File: src/rtl/serial_subtractor.sv
// Bit-serial two's-complement subtractor d = a - b, one bit per clock, LSB
// first, with a registered borrow and a start/done handshake.
// Ports: clk, rst (sync, active-high), start, a, b -> busy, done, d, bout,
//        and ovf (signed overflow) only when SUB_OVF_EN is defined.
// Config macro: SUB_OVF_EN adds the ovf port and the sign-capture flops.
module serial_subtractor #(
    parameter int WIDTH = 8
) (
    input  logic             clk,
    input  logic             rst,
    input  logic             start,
    input  logic [WIDTH-1:0] a,
    input  logic [WIDTH-1:0] b,
    output logic             busy,
    output logic             done,
    output logic [WIDTH-1:0] d,
`ifdef SUB_OVF_EN
    output logic             bout,
    output logic             ovf
`else
    output logic             bout
`endif
);

    localparam int CW = (WIDTH > 2) ? $clog2(WIDTH) : 1;
    localparam logic [CW-1:0] LAST = CW'(WIDTH - 1);

    typedef enum logic [1:0] {
        IDLE  = 2'd0,
        SHIFT = 2'd1,
        DONE  = 2'd2
    } state_t;

    state_t           r_state;
    state_t           w_next;
    logic [WIDTH-1:0] r_ra;
    logic [WIDTH-1:0] r_rb;
    logic [WIDTH-1:0] r_res;
    logic [WIDTH-1:0] r_d;
    logic [CW-1:0]    r_cnt;
    logic             r_borrow;
    logic             r_bout;
    logic             w_diff;
    logic             w_bnext;
    logic [WIDTH-1:0] w_res_next;
    logic             w_last;

`ifdef SUB_OVF_EN
    logic r_sa;
    logic r_sb;
    logic r_ovf;
`endif

    always_comb begin
        w_diff     = r_ra[0] ^ r_rb[0] ^ r_borrow;
        w_bnext    = (~r_ra[0] & r_rb[0]) |
                     (~(r_ra[0] ^ r_rb[0]) & r_borrow);
        w_res_next = {w_diff, r_res[WIDTH-1:1]};
        w_last     = (r_cnt == LAST);
        w_next     = r_state;
        case (r_state)
            IDLE:    if (start) w_next = SHIFT;
            SHIFT:   if (w_last) w_next = DONE;
            DONE:    w_next = IDLE;
            default: w_next = IDLE;
        endcase
    end

    always_ff @(posedge clk) begin
        if (rst) begin
            r_state  <= IDLE;
            r_ra     <= '0;
            r_rb     <= '0;
            r_res    <= '0;
            r_d      <= '0;
            r_cnt    <= '0;
            r_borrow <= 1'b0;
            r_bout   <= 1'b0;
`ifdef SUB_OVF_EN
            r_sa     <= 1'b0;
            r_sb     <= 1'b0;
            r_ovf    <= 1'b0;
`endif
        end else begin
            r_state <= w_next;
            case (r_state)
                IDLE: begin
                    if (start) begin
                        r_ra     <= a;
                        r_rb     <= b;
                        r_cnt    <= '0;
                        r_borrow <= 1'b0;
`ifdef SUB_OVF_EN
                        r_sa     <= a[WIDTH-1];
                        r_sb     <= b[WIDTH-1];
`endif
                    end
                end
                SHIFT: begin
                    r_ra     <= {1'b0, r_ra[WIDTH-1:1]};
                    r_rb     <= {1'b0, r_rb[WIDTH-1:1]};
                    r_res    <= w_res_next;
                    r_borrow <= w_bnext;
                    r_cnt    <= r_cnt + 1'b1;
                    // Results publish only on entry to DONE and then hold.
                    if (w_last) begin
                        r_d    <= w_res_next;
                        r_bout <= w_bnext;
`ifdef SUB_OVF_EN
                        r_ovf  <= (r_sa != r_sb) && (w_diff != r_sa);
`endif
                    end
                end
                default: ;
            endcase
        end
    end

    assign busy = (r_state != IDLE);
    assign done = (r_state == DONE);
    assign d    = r_d;
    assign bout = r_bout;
`ifdef SUB_OVF_EN
    assign ovf  = r_ovf;
`endif

endmodule

File: config.mk
export PLATFORM = sky130hd
export DESIGN_NAME = serial_subtractor
export DESIGN_NICKNAME = d
export VERILOG_FILES = /design/src/rtl/serial_subtractor.sv
export SDC_FILE = /design/constraint.sdc
export NUM_CORES = 1
export LEC_CHECK = 0
export ABC_CLOCK_PERIOD_IN_PS = 1840
export CORE_MARGIN = 10
export CORE_UTILIZATION = 45
export CTS_CLUSTER_SIZE = 8
export DETAILED_ROUTE_END_ITERATION = 7
export PLACE_DENSITY = 0.7
export SLEW_MARGIN = 30
export SYNTH_ARGS = -nofsm -noshare
export SYNTH_HDL_FRONTEND = slang
export SYNTH_SLANG_ARGS = --single-unit
export TNS_END_PERCENT = 20
File: constraint.sdc
create_clock -name clk -period 1.84 [get_ports clk]
set_input_delay 0.276 -clock clk [delete_from_list [all_inputs] [get_ports clk]]
set_output_delay 0.276 -clock clk [all_outputs]
set_load 0.005 [all_outputs]
# Word-level counts from Yosys, hierarchy flattened
# Cells that the tools add are included.
[word_totals] register_bits=39 input_bits=19 elab_cells=38
[op_classes] addsub=1 n_eq_ne=5 n_mux=11 n_bitwise=7 n_reduce_logical=6
[op_table] op="8-bit one-hot mux with 2 select lines" n=2
[op_table] op="8-bit 2-to-1 mux" n=2
[op_table] op="3-bit one-hot mux with 2 select lines" n=1
[op_table] op="2-bit AND reduction" n=3
[op_table] op="2-bit 2-to-1 mux" n=2
[op_table] op="2-bit != test, second input constant" n=2
[op_table] op="2-bit one-hot mux with 2 select lines" n=1
[op_table] op="2-bit nonzero test" n=2
[op_table] op="3-bit by 1-bit adder with 3-bit output, second input constant" n=1
[op_table] op="3-bit equality test, second input constant" n=1
[op_table] op="3-bit 2-to-1 mux" n=1
[op_table] op="1-bit AND" n=2
[op_table] op="2-bit by 1-bit equality test with 1-bit output, second input constant" n=1
[op_table] op="2-bit equality test, second input constant" n=1
[op_table] op="2-bit logical NOT" n=1
[op_table] op="1-bit NOT" n=2
[op_table] op="1-bit one-hot mux with 2 select lines" n=1
[op_table] op="1-bit bitwise XOR" n=2
[op_table] op="1-bit 2-to-1 mux" n=1
[op_table] op="1-bit bitwise OR" n=1

# Depth between registers and ports, before layout
# Gate-level depths: netlist (run 1).
[logic_depth] depth_word=5 mapped_depth=6 mapped_depth_nobuf=5

# Least setup slack after synthesis (run 1)
# OpenSTA, ideal clock, no wires.
[synth_path] kind="register to register" start="register r_cnt[0]" end="register r_d[7], in the netlist d[7]" setup_ns=0.071 t_arrival_ns=1.136 setup_slack_ns=0.634 stages_incl_launch_ff=6 cell_sequence="dfxtp_1 > ha_1 > ha_1 > buf_1 > nand3_1 > a21oi_1"
[synth_between] elab_chain_len=2
[synth_rtl] item="start: declaration" line_no="40" text="logic [CW-1:0] r_cnt;"
[synth_rtl] item="start signal: assignment" line_no="104" text="r_cnt <= r_cnt + 1'b1;"
[synth_rtl] item="3-bit equality test" line_no="59" text="w_last = (r_cnt == LAST);"
[synth_rtl] item="2-bit AND reduction (no source line)"
[synth_rtl] item="end signal: assignment" line_no="107" text="r_d <= w_res_next;"
[synth_rtl] item="end: declaration" line_no="39" text="logic [WIDTH-1:0] r_d;"
# Every way passes these cells.
# A chain may end at the register's enable or synchronous reset.

# Final worst setup path (run 1)
[layout_path] start="register r_state[1]" end="output busy"
[layout_between] elab_chain_len=1
[layout_rtl] item="start: declaration" line_no="34" text="state_t r_state;"
[layout_rtl] item="start signal: assignment" line_no="85" text="r_state <= w_next;"
[layout_rtl] item="2-bit nonzero test" line_no="119" text="assign busy = (r_state != IDLE);"
[layout_rtl] item="end: declaration" line_no="14" text="output logic busy,"
# Every way passes these cells.

==> flow_metrics.env, run 1 <==
export IMPL_place_area_um2=1908
export IMPL_clock_latency_ns=0.34
export IMPL_clockBufferDepth=2
export IMPL_drtAntennaViolNets=0
export IMPL_timing_final_crit_share=0.9218
export IMPL_arrival_ns=1.42
export IMPL_layout_drive_gt1_share=0.1600
export IMPL_start_kind="register"
export IMPL_min_delay_worst_endpoint="d[3]"
export IMPL_cts_setup_buffers=0
export IMPL_p_leak_uw=0.0007072
export IMPL_setup_worst_path_class="reg -> out"
export IMPL_wl_per_cell_um=13.99
export IMPL_rsz0062_at_grt="false"
export IMPL_rr_startpoint="r_state[0]"
export IMPL_synthCells=170
export IMPL_numPortBuffers=29
export IMPL_overflow=0
export IMPL_max_freq_mhz=589.6
export IMPL_clk_pin_slew_ns=0.11
export IMPL_final_area_um2=1971
export IMPL_coreArea_um2=3390
export IMPL_numCtsBuffers=5
export IMPL_grt_pass1_vias=1311
export IMPL_synth_cell_types=28
export IMPL_cts_root_buf="clkbuf_4"
export IMPL_finalSetupViolCount=0
export IMPL_rrSetupSlack_ns=0.26
export IMPL_finalHoldViolations=0
export IMPL_worst_clock_skew_ns=0.01119
export IMPL_initial_utilization=0.4736
export IMPL_grt_max_degree=39
export IMPL_diodes=0
export IMPL_grt_pass1_wl_mm=6.134
export IMPL_cp_required_ns=1.56
export IMPL_yosysSeqAreaShare=0.4739
export IMPL_num_rows=21
export IMPL_max_cap_viol_count=0
export IMPL_layout_nets=221
export IMPL_p_total_uw=1537
export IMPL_syn_nets=192
export IMPL_dieArea_um2=6356
export IMPL_async_reset_ff_frac=0
export IMPL_layout_commonest_cell="dfxtp_1"
export IMPL_yosys_warnings=0
export IMPL_synth_edf_count=0
export IMPL_finalCriticalPeriod_ns=1.696
export IMPL_place_congestion=0.7527
export IMPL_antenna_found_initial=0
export IMPL_area_growth_pct=22.76
export IMPL_hpwl_mm=2.531
export IMPL_dr_pass1_iters=4
export IMPL_status="finished, final reports clean"
export IMPL_critPathMaxStageDelay_ns=0.50
export IMPL_drt_wl_total_mm=3.441
export IMPL_vdd_drop_max_uv=383.2
export IMPL_drc=0
export IMPL_fp_dieW_um=79.73
export IMPL_yosys_register_bits=38
export IMPL_dp_cells=238
export IMPL_final_core_util=0.5814
export IMPL_vias=1258
export IMPL_routed_via_density=5.114
export IMPL_most_common_layout_cells="dfxtp_1 (36), clkdlybuf4s50_1 (29), nand2_1 (23), a21oi_1 (19), inv_1 (17)"
export IMPL_path_max_fanout=8
export IMPL_avgSynthCellArea_um2=9.443
export IMPL_clock_sinks=38
export IMPL_cts_htree_levels=2
export IMPL_drv_slew=0
export IMPL_cts_tree="yes"
export IMPL_synthFlopType="dfxtp_1"
export IMPL_dieHeight_um=79.73
export IMPL_ios=30
export IMPL_min_path_cells=2
export IMPL_instances_no_fill=246
export IMPL_hold_class="reg -> reg"
export IMPL_cp_cell_sequence="nor2_1 -> inv_1 -> clkdlybuf4s50_1"
export IMPL_critPathCaptureType="output port"
export IMPL_reg2reg_depth=3
export IMPL_track_usage=0.1211
export IMPL_power_density_nw_per_um2=780.1
export IMPL_holdCritStartpoint="d[3]"
export IMPL_crit_slowest_cell="clkdlybuf4s50_1"
export IMPL_tns_ns=0
export IMPL_netlist_area_um2=1605
export IMPL_tightest_slew_ns=0.9099
export IMPL_slew_headroom=0.3912
export IMPL_drt_iter0_drc=114
export IMPL_r2r_end="r_rb[1]"
-- metal layers --
metal	global-route usage	vias up	wire, µm
met3	0.03716	8	153
met2	0.1926	22	1667
met5	0	-	0
met1	0.1461	583	1553
met4	0.05376	0	67
li1	-	645	-
-- where the power goes --
part,total [µW],internal [µW],switching [µW]
registers,885,860,25.1
logic,202,105,97.9
clock network,450,185,264
-- through the flow --
step / hold slack (ns) / worst slack, ns
floorplan: 0.4366 / 0.6336
global placement: 0.4437 / -0.03340
detailed placement: 0.4482 / -0.1021
CTS: 0.4640 / 0.01284
global route: 0.4927 / 0.09037
finish: 0.4599 / 0.1438
-- repair_timing --
| item | 4_1_cts | 5_1_grt |
|---|---|---|
| endpoints found under the hold margin | 0 | 0 |
| hold buffers | 0 | 0 |
| endpoints found under the setup margin | 0 | 1 |
| resized for setup | 0 | 2 |
-- synth_stat cells, types with 2 or more instances --
cell type,number,share of area
a22oi_1,4,0.019
nand3_1,8,0.025
dfxtp_1,38,0.47
inv_1,17,0.040
ha_1,2,0.016
nand2_1,23,0.054
o221a_1,10,0.070
buf_4,3,0.014
buf_6,3,0.021
buf_2,3,0.0094
nor2_1,10,0.023
a21oi_2,11,0.060
clkbuf_1,2,0.0047
o221a_2,4,0.028
a21oi_1,19,0.059
-- worst max path at each step --
stage,from,to,slack [ns],depth (start not counted)
after floorplan,r_cnt[0],d[7],0.63,5
after global placement,start,r_rb[0],-0.03,4
after CTS,r_state[1],busy,0.01,3
after global routing,r_state[1],busy,0.09,3
after detailed placement,start,r_ra[5],-0.10,4
final,r_state[1],busy,0.14,3
-- registers in the layout (all words and copies together), names as in the netlist --
name / count
d: 8
r_res: 7
r_borrow: 1
r_state: 2
bout: 1
r_rb: 8
r_cnt: 3
r_ra: 8
-- logic make-up after synthesis --
kind of cell | after synthesis | synth area share
AOI/OAI and AO/OA | 52 | 0.2603
and+or+nand+nor | 46 | 0.1278
DFF | 38 | 0.4739
buffers and inverters | 30 | 0.1037
adders and majority gates | 3 | 0.02806
muxes | 1 | 0.006236
-- critical path, delay by kind of cell, from the launching register on --
family	cells	cell delay (ns)
and+or+nand+nor	1	0.09
buffers and inverters	2	0.56
DFF	1	0.43
-- layout make-up --
type / count / area (µm²)
Fill cell: 303 / 1419
Sequential cell: 38 / 763.2
Multi-Input combinational cell: 102 / 678.2
Timing Repair Buffer: 35 / 347.8
Inverter: 17 / 63.81
Tap cell: 46 / 57.56
Clock buffer: 7 / 55.05
Clock inverter: 1 / 5.005
(Power assumes the default switching activity.)
==> inputs of run 2 (changes only) <==
CORE_ASPECT_RATIO = 0.8   (was not set)
==> run 2 against run 1 <==
Clock skew is 0.0044 ns lower. Sequential share of layout area is 0.87 points lower. Clock power is 52% higher. Die area is 0.24% higher. Via count is 0.32% higher. Highest routed layer unchanged. Total power is 15% higher. Critical path depth is 1 lower. Final cell count is 1.6% lower. Register-to-register slack worse by 0.10 ns. Combinational power hardly changed. Setup slack worse by 0.023 ns. Non-clock buffer count stayed put.
==> flow_metrics.env, run 2 (synthesized netlist as in run 1, its figures left out) <==
export IMPL_clock_sinks=38
export IMPL_worst_clock_skew_ns=0.006752
export IMPL_max_freq_mhz=581.5
export IMPL_layout_commonest_cell="dfxtp_1"
export IMPL_cp_top_family="buffers and inverters"
export IMPL_p_total_uw=1774
export IMPL_drtAntennaViolNets=0
export IMPL_drv_slew=0
export IMPL_grt_util_met3=0.05525
export IMPL_max_cap_viol_count=0
export IMPL_critPathCaptureType="output port"
export IMPL_status="finished, final reports clean"
export IMPL_clock_latency_ns=0.29
export IMPL_grtUsageMet2=0.1727
export IMPL_finalHoldViolations=0
export IMPL_ios=30
export IMPL_drt_wl_total_mm=3.450
export IMPL_slew_headroom=0.3741
export IMPL_dr_pass1_iters=5
export IMPL_overflow=0
export IMPL_grt_max_degree=39
export IMPL_cts_root_buf="clkbuf_8"
export IMPL_dieArea_um2=6371
export IMPL_numPortBuffers=29
export IMPL_fp_dieW_um=86.78
export IMPL_place_congestion=0.7445
export IMPL_cts_hold_buffers=0
export IMPL_grt_pass1_vias=1232
export IMPL_numCtsBuffers=5
export IMPL_final_area_um2=2009
export IMPL_arrival_ns=1.44
export IMPL_cp_num_buf_inv=1
export IMPL_layout_drive_gt1_share=0.1450
export IMPL_cts_htree_levels=2
export IMPL_clk_pin_slew_ns=0.07
export IMPL_start_kind="register"
export IMPL_use_met1=0.1446
export IMPL_cp_cell_sequence="nor2b_1 -> clkdlybuf4s50_1"
export IMPL_hpwl_mm=2.456
export IMPL_diodes=0
export IMPL_vias=1262
export IMPL_grt_busiest_layer="met2"
export IMPL_path_max_fanout=8
export IMPL_power_density_nw_per_um2=882.9
export IMPL_tightest_slew_ns=0.9354
export IMPL_routed_via_density=5.215
export IMPL_cts_tree="yes"
export IMPL_layout_nets=221
export IMPL_finalSetupViolCount=0
export IMPL_antenna_found_initial=0
export IMPL_dieHeight_um=73.42
export IMPL_setup_worst_path_class="reg -> out"
export IMPL_post_cts_resized=0
export IMPL_wl_per_cell_um=14.26
export IMPL_area_growth_pct=25.18
export IMPL_cts_setup_buffers=0
export IMPL_vdd_drop_max_uv=480.1
export IMPL_critPathMaxStageDelay_ns=0.51
export IMPL_coreArea_um2=3423
export IMPL_initial_utilization=0.4689
export IMPL_num_rows=19
export IMPL_most_common_layout_cells="dfxtp_1 (38), clkdlybuf4s50_1 (29), nand2_1 (23), a21oi_1 (19), inv_1 (17)"
export IMPL_clockBufferDepth=2
export IMPL_drc=0
export IMPL_crit_slowest_cell="clkdlybuf4s50_1"
export IMPL_finalCriticalPeriod_ns=1.720
export IMPL_timing_final_crit_share=0.9346
export IMPL_p_leak_uw=0.0007237
export IMPL_grt_pass1_wl_mm=5.892
export IMPL_place_area_um2=1903
export IMPL_drt_iter0_drc=72
export IMPL_track_usage=0.1162
export IMPL_hold_class="reg -> reg"
export IMPL_cp_required_ns=1.56
export IMPL_rsz0062_at_grt="false"
==> run 2: per-stage QoR <==
step	utilization	hold WS, ns	instances	TNS, ns	setup WS, ns
finish	0.5870	0.4554	242	0	0.1204
global route	0.5870	0.4761	242	0	0.02041
CTS	0.5870	0.4583	242	0	0.1034
detailed placement	0.5559	0.4485	234	-1.135	-0.09836
global placement	0.5559	0.4433	234	-0.1955	-0.02678
floorplan	-	0.4366	170	0	0.6336
==> run 2: layout make-up <==
| cell class | instances | area (µm²) |
|---|---|---|
| clock inverters | 1 | 30.03 |
| clock buffers | 7 | 76.32 |
| flip-flops and latches | 38 | 760.7 |
| inverters | 17 | 63.81 |
| repair buffers | 35 | 347.8 |
| multi-input cells | 102 | 678.2 |
| well taps | 42 | 52.55 |
| fillers | 302 | 1414 |
==> run 2: where the power goes <==
| group | switching (µW) | leakage, µW | internal [µW] |
|---|---|---|---|
| logic | 98.9 | 0.000361 | 105 |
| registers | 24.5 | 0.000311 | 860 |
| clock network | 280 | 0.0000524 | 406 |
==> run 2: worst min-delay path, delay by kind of cell (launching register included) <==
family | cells | cell delay, ns
flops | 1 | 0.31
compound gates | 1 | 0.05
simple gates | 1 | 0.05
==> run 2: layer usage <==
| metal | wire length, µm | up-vias |
|---|---|---|
| met2 | 1552 | 32 |
| met1 | 1648 | 582 |
| met3 | 223 | 4 |
| met4 | 26 | 0 |
| met5 | 0 | - |
| li1 | - | 644 |
==> run 2: path summary, 6_finish.rpt <==
path | start | to | cells past startpoint | slack (ns)
setup / recovery | r_state[1] | done | 2 | 0.12
hold / removal | d[5] | d[5] | 2 | 0.46
setup reg to reg | r_state[0] | r_rb[1] | 3 | 0.16
hold reg to reg | d[5] | d[5] | 2 | 0.46
==> inputs of run 3 (changes only) <==
CTS_BUF_LIST = sky130_fd_sc_hd__clkbuf_4 sky130_fd_sc_hd__clkbuf_8   (was not set)
==> run 3 against run 2 <==
Combinational power is essentially flat. Via count shrank 2.0%. Sequential share of layout area shrank 0.14 points. Wire length shrank 0.67%. Sequential cell count is the same. First-iteration DRC count shrank 17%. Total power grew 1.5%. Clock-buffer cell count is the same. Utilization grew 0.22 points. Clock power grew 3.9%.
==> flow_metrics.env, run 3 (synthesized netlist as in run 1, its figures left out) <==
export IMPL_max_cap_viol_count=0
export IMPL_dr_pass1_iters=4
export IMPL_drc=0
export IMPL_clockBufferDepth=2
export IMPL_grt_pass1_vias=1231
export IMPL_multi_input_comb_area_um2=678.2
export IMPL_cts_tree="yes"
export IMPL_m1WireLength_mm=1.642
export IMPL_track_usage=0.1146
export IMPL_dieHeight_um=73.42
export IMPL_met3_length_um=190
export IMPL_vdd_drop_max_uv=434.2
export IMPL_status="finished, final reports clean"
export IMPL_dieArea_um2=6371
export IMPL_met2_length_mm=1.555
export IMPL_critPathMaxStageDelay_ns=0.51
export IMPL_final_area_um2=2017
export IMPL_cp_required_ns=1.56
export IMPL_setup_slack_ns=0.1204
export IMPL_place_area_um2=1903
export IMPL_dp_cells=234
export IMPL_layout_commonest_cell="dfxtp_1"
export IMPL_fp_dieW_um=86.78
export IMPL_clock_sinks=38
export IMPL_most_common_layout_cells="dfxtp_1 (38), clkdlybuf4s50_1 (29), nand2_1 (23), a21oi_1 (19), inv_1 (17)"
export IMPL_cts_setup_buffers=0
export IMPL_start_kind="register"
export IMPL_coreArea_um2=3423
export IMPL_instances_no_fill=242
export IMPL_tightest_slew_ns=0.9181
export IMPL_ff_latch_area_um2=760.7
export IMPL_drv_slew=0
export IMPL_rsz0062_at_grt="false"
export IMPL_finalCriticalPeriod_ns=1.720
export IMPL_layout_drive_gt1_share=0.1550
export IMPL_numPortBuffers=29
export IMPL_max_freq_mhz=581.5
export IMPL_diodes=0
export IMPL_cts_root_buf="clkbuf_8"
export IMPL_wl_per_cell_um=14.16
export IMPL_clk_pin_slew_ns=0.07
export IMPL_clock_latency_ns=0.29
export IMPL_drt_wl_total_mm=3.427
export IMPL_power_density_nw_per_um2=892.8
export IMPL_antenna_found_initial=0
export IMPL_initial_utilization=0.4689
export IMPL_finalHoldViolations=0
export IMPL_hpwl_mm=2.456
export IMPL_rrSetupSlack_ns=0.18
export IMPL_hold_class="reg -> reg"
export IMPL_drt_iter0_drc=60
export IMPL_slew_headroom=0.3857
export IMPL_layout_nets=221
export IMPL_post_cts_resized=0
export IMPL_numCtsBuffers=5
export IMPL_arrival_ns=1.44
export IMPL_setup_worst_path_class="reg -> out"
export IMPL_p_leak_uw=0.0007305
export IMPL_cts_htree_levels=2
export IMPL_crit_slowest_cell="clkdlybuf4s50_1"
export IMPL_p_total_uw=1801
export IMPL_critPathCaptureType="output port"
export IMPL_path_max_fanout=8
export IMPL_finalSetupViolCount=0
export IMPL_cp_cell_sequence="nor2b_1 -> clkdlybuf4s50_1"
export IMPL_place_congestion=0.7445
export IMPL_num_rows=19
export IMPL_vias=1237
export IMPL_timing_final_crit_share=0.9346
export IMPL_ios=30
export IMPL_grt_pass1_wl_mm=5.865
export IMPL_pre_cts_ws_ns=-0.09836
export IMPL_cts_hold_buffers=0
export IMPL_routed_via_density=5.112
export IMPL_worst_clock_skew_ns=0.005794
export IMPL_grt_max_degree=39
export IMPL_area_growth_pct=25.64
export IMPL_highest_layer="met4"
export IMPL_drtAntennaViolNets=0
export IMPL_overflow=0
export IMPL_n_fill_cell=301
## run 3: per-layer routing
layer,global-route usage,up-vias
li1,-,642
met1,0.1445,569
met2,0.1718,22
met3,0.04199,4
met4,0.04847,0
met5,0,-
## run 3: final cells by class
| class | count | share of cell area |
|---|---|---|
| inverters | 17 | 0.03164 |
| flip-flops and latches | 38 | 0.3772 |
| clock buffers | 7 | 0.04156 |
| clock inverters | 1 | 0.01489 |
| repair buffers | 35 | 0.1725 |
| multi-input cells | 102 | 0.3362 |
| well taps | 42 | 0.02605 |
## run 3: worst max-delay path: cells and delay by family (launching register included)
kind                   cells  cell delay, ns
and+or+nand+nor            1            0.17
DFF                        1            0.48
buffers and inverters      1            0.51
## run 3: worst paths after layout
path,start,end,depth (start not counted)
worst max-delay path,r_state[1],done,2
worst min-delay path,d[3],d[3],2
worst max register to register,r_state[0],r_rb[1],3
worst min register to register,d[3],d[3],2
## run 3: through the flow
stage | setup TNS, ns | utilization | hold WS [ns]
CTS | 0 | 0.5892 | 0.4583
global placement | -0.1955 | 0.5559 | 0.4433
floorplan | 0 | - | 0.4366
finish | 0 | 0.5892 | 0.4548
detailed placement | -1.135 | 0.5559 | 0.4485
global route | 0 | 0.5892 | 0.4762
## run 3: report_power, final
| part | switching [µW] | leakage, µW | internal (µW) |
|---|---|---|---|
| Sequential | 24.3 | 0.000311 | 860 |
| Clock | 278 | 0.0000593 | 435 |
| Combinational | 98.2 | 0.000361 | 105 |
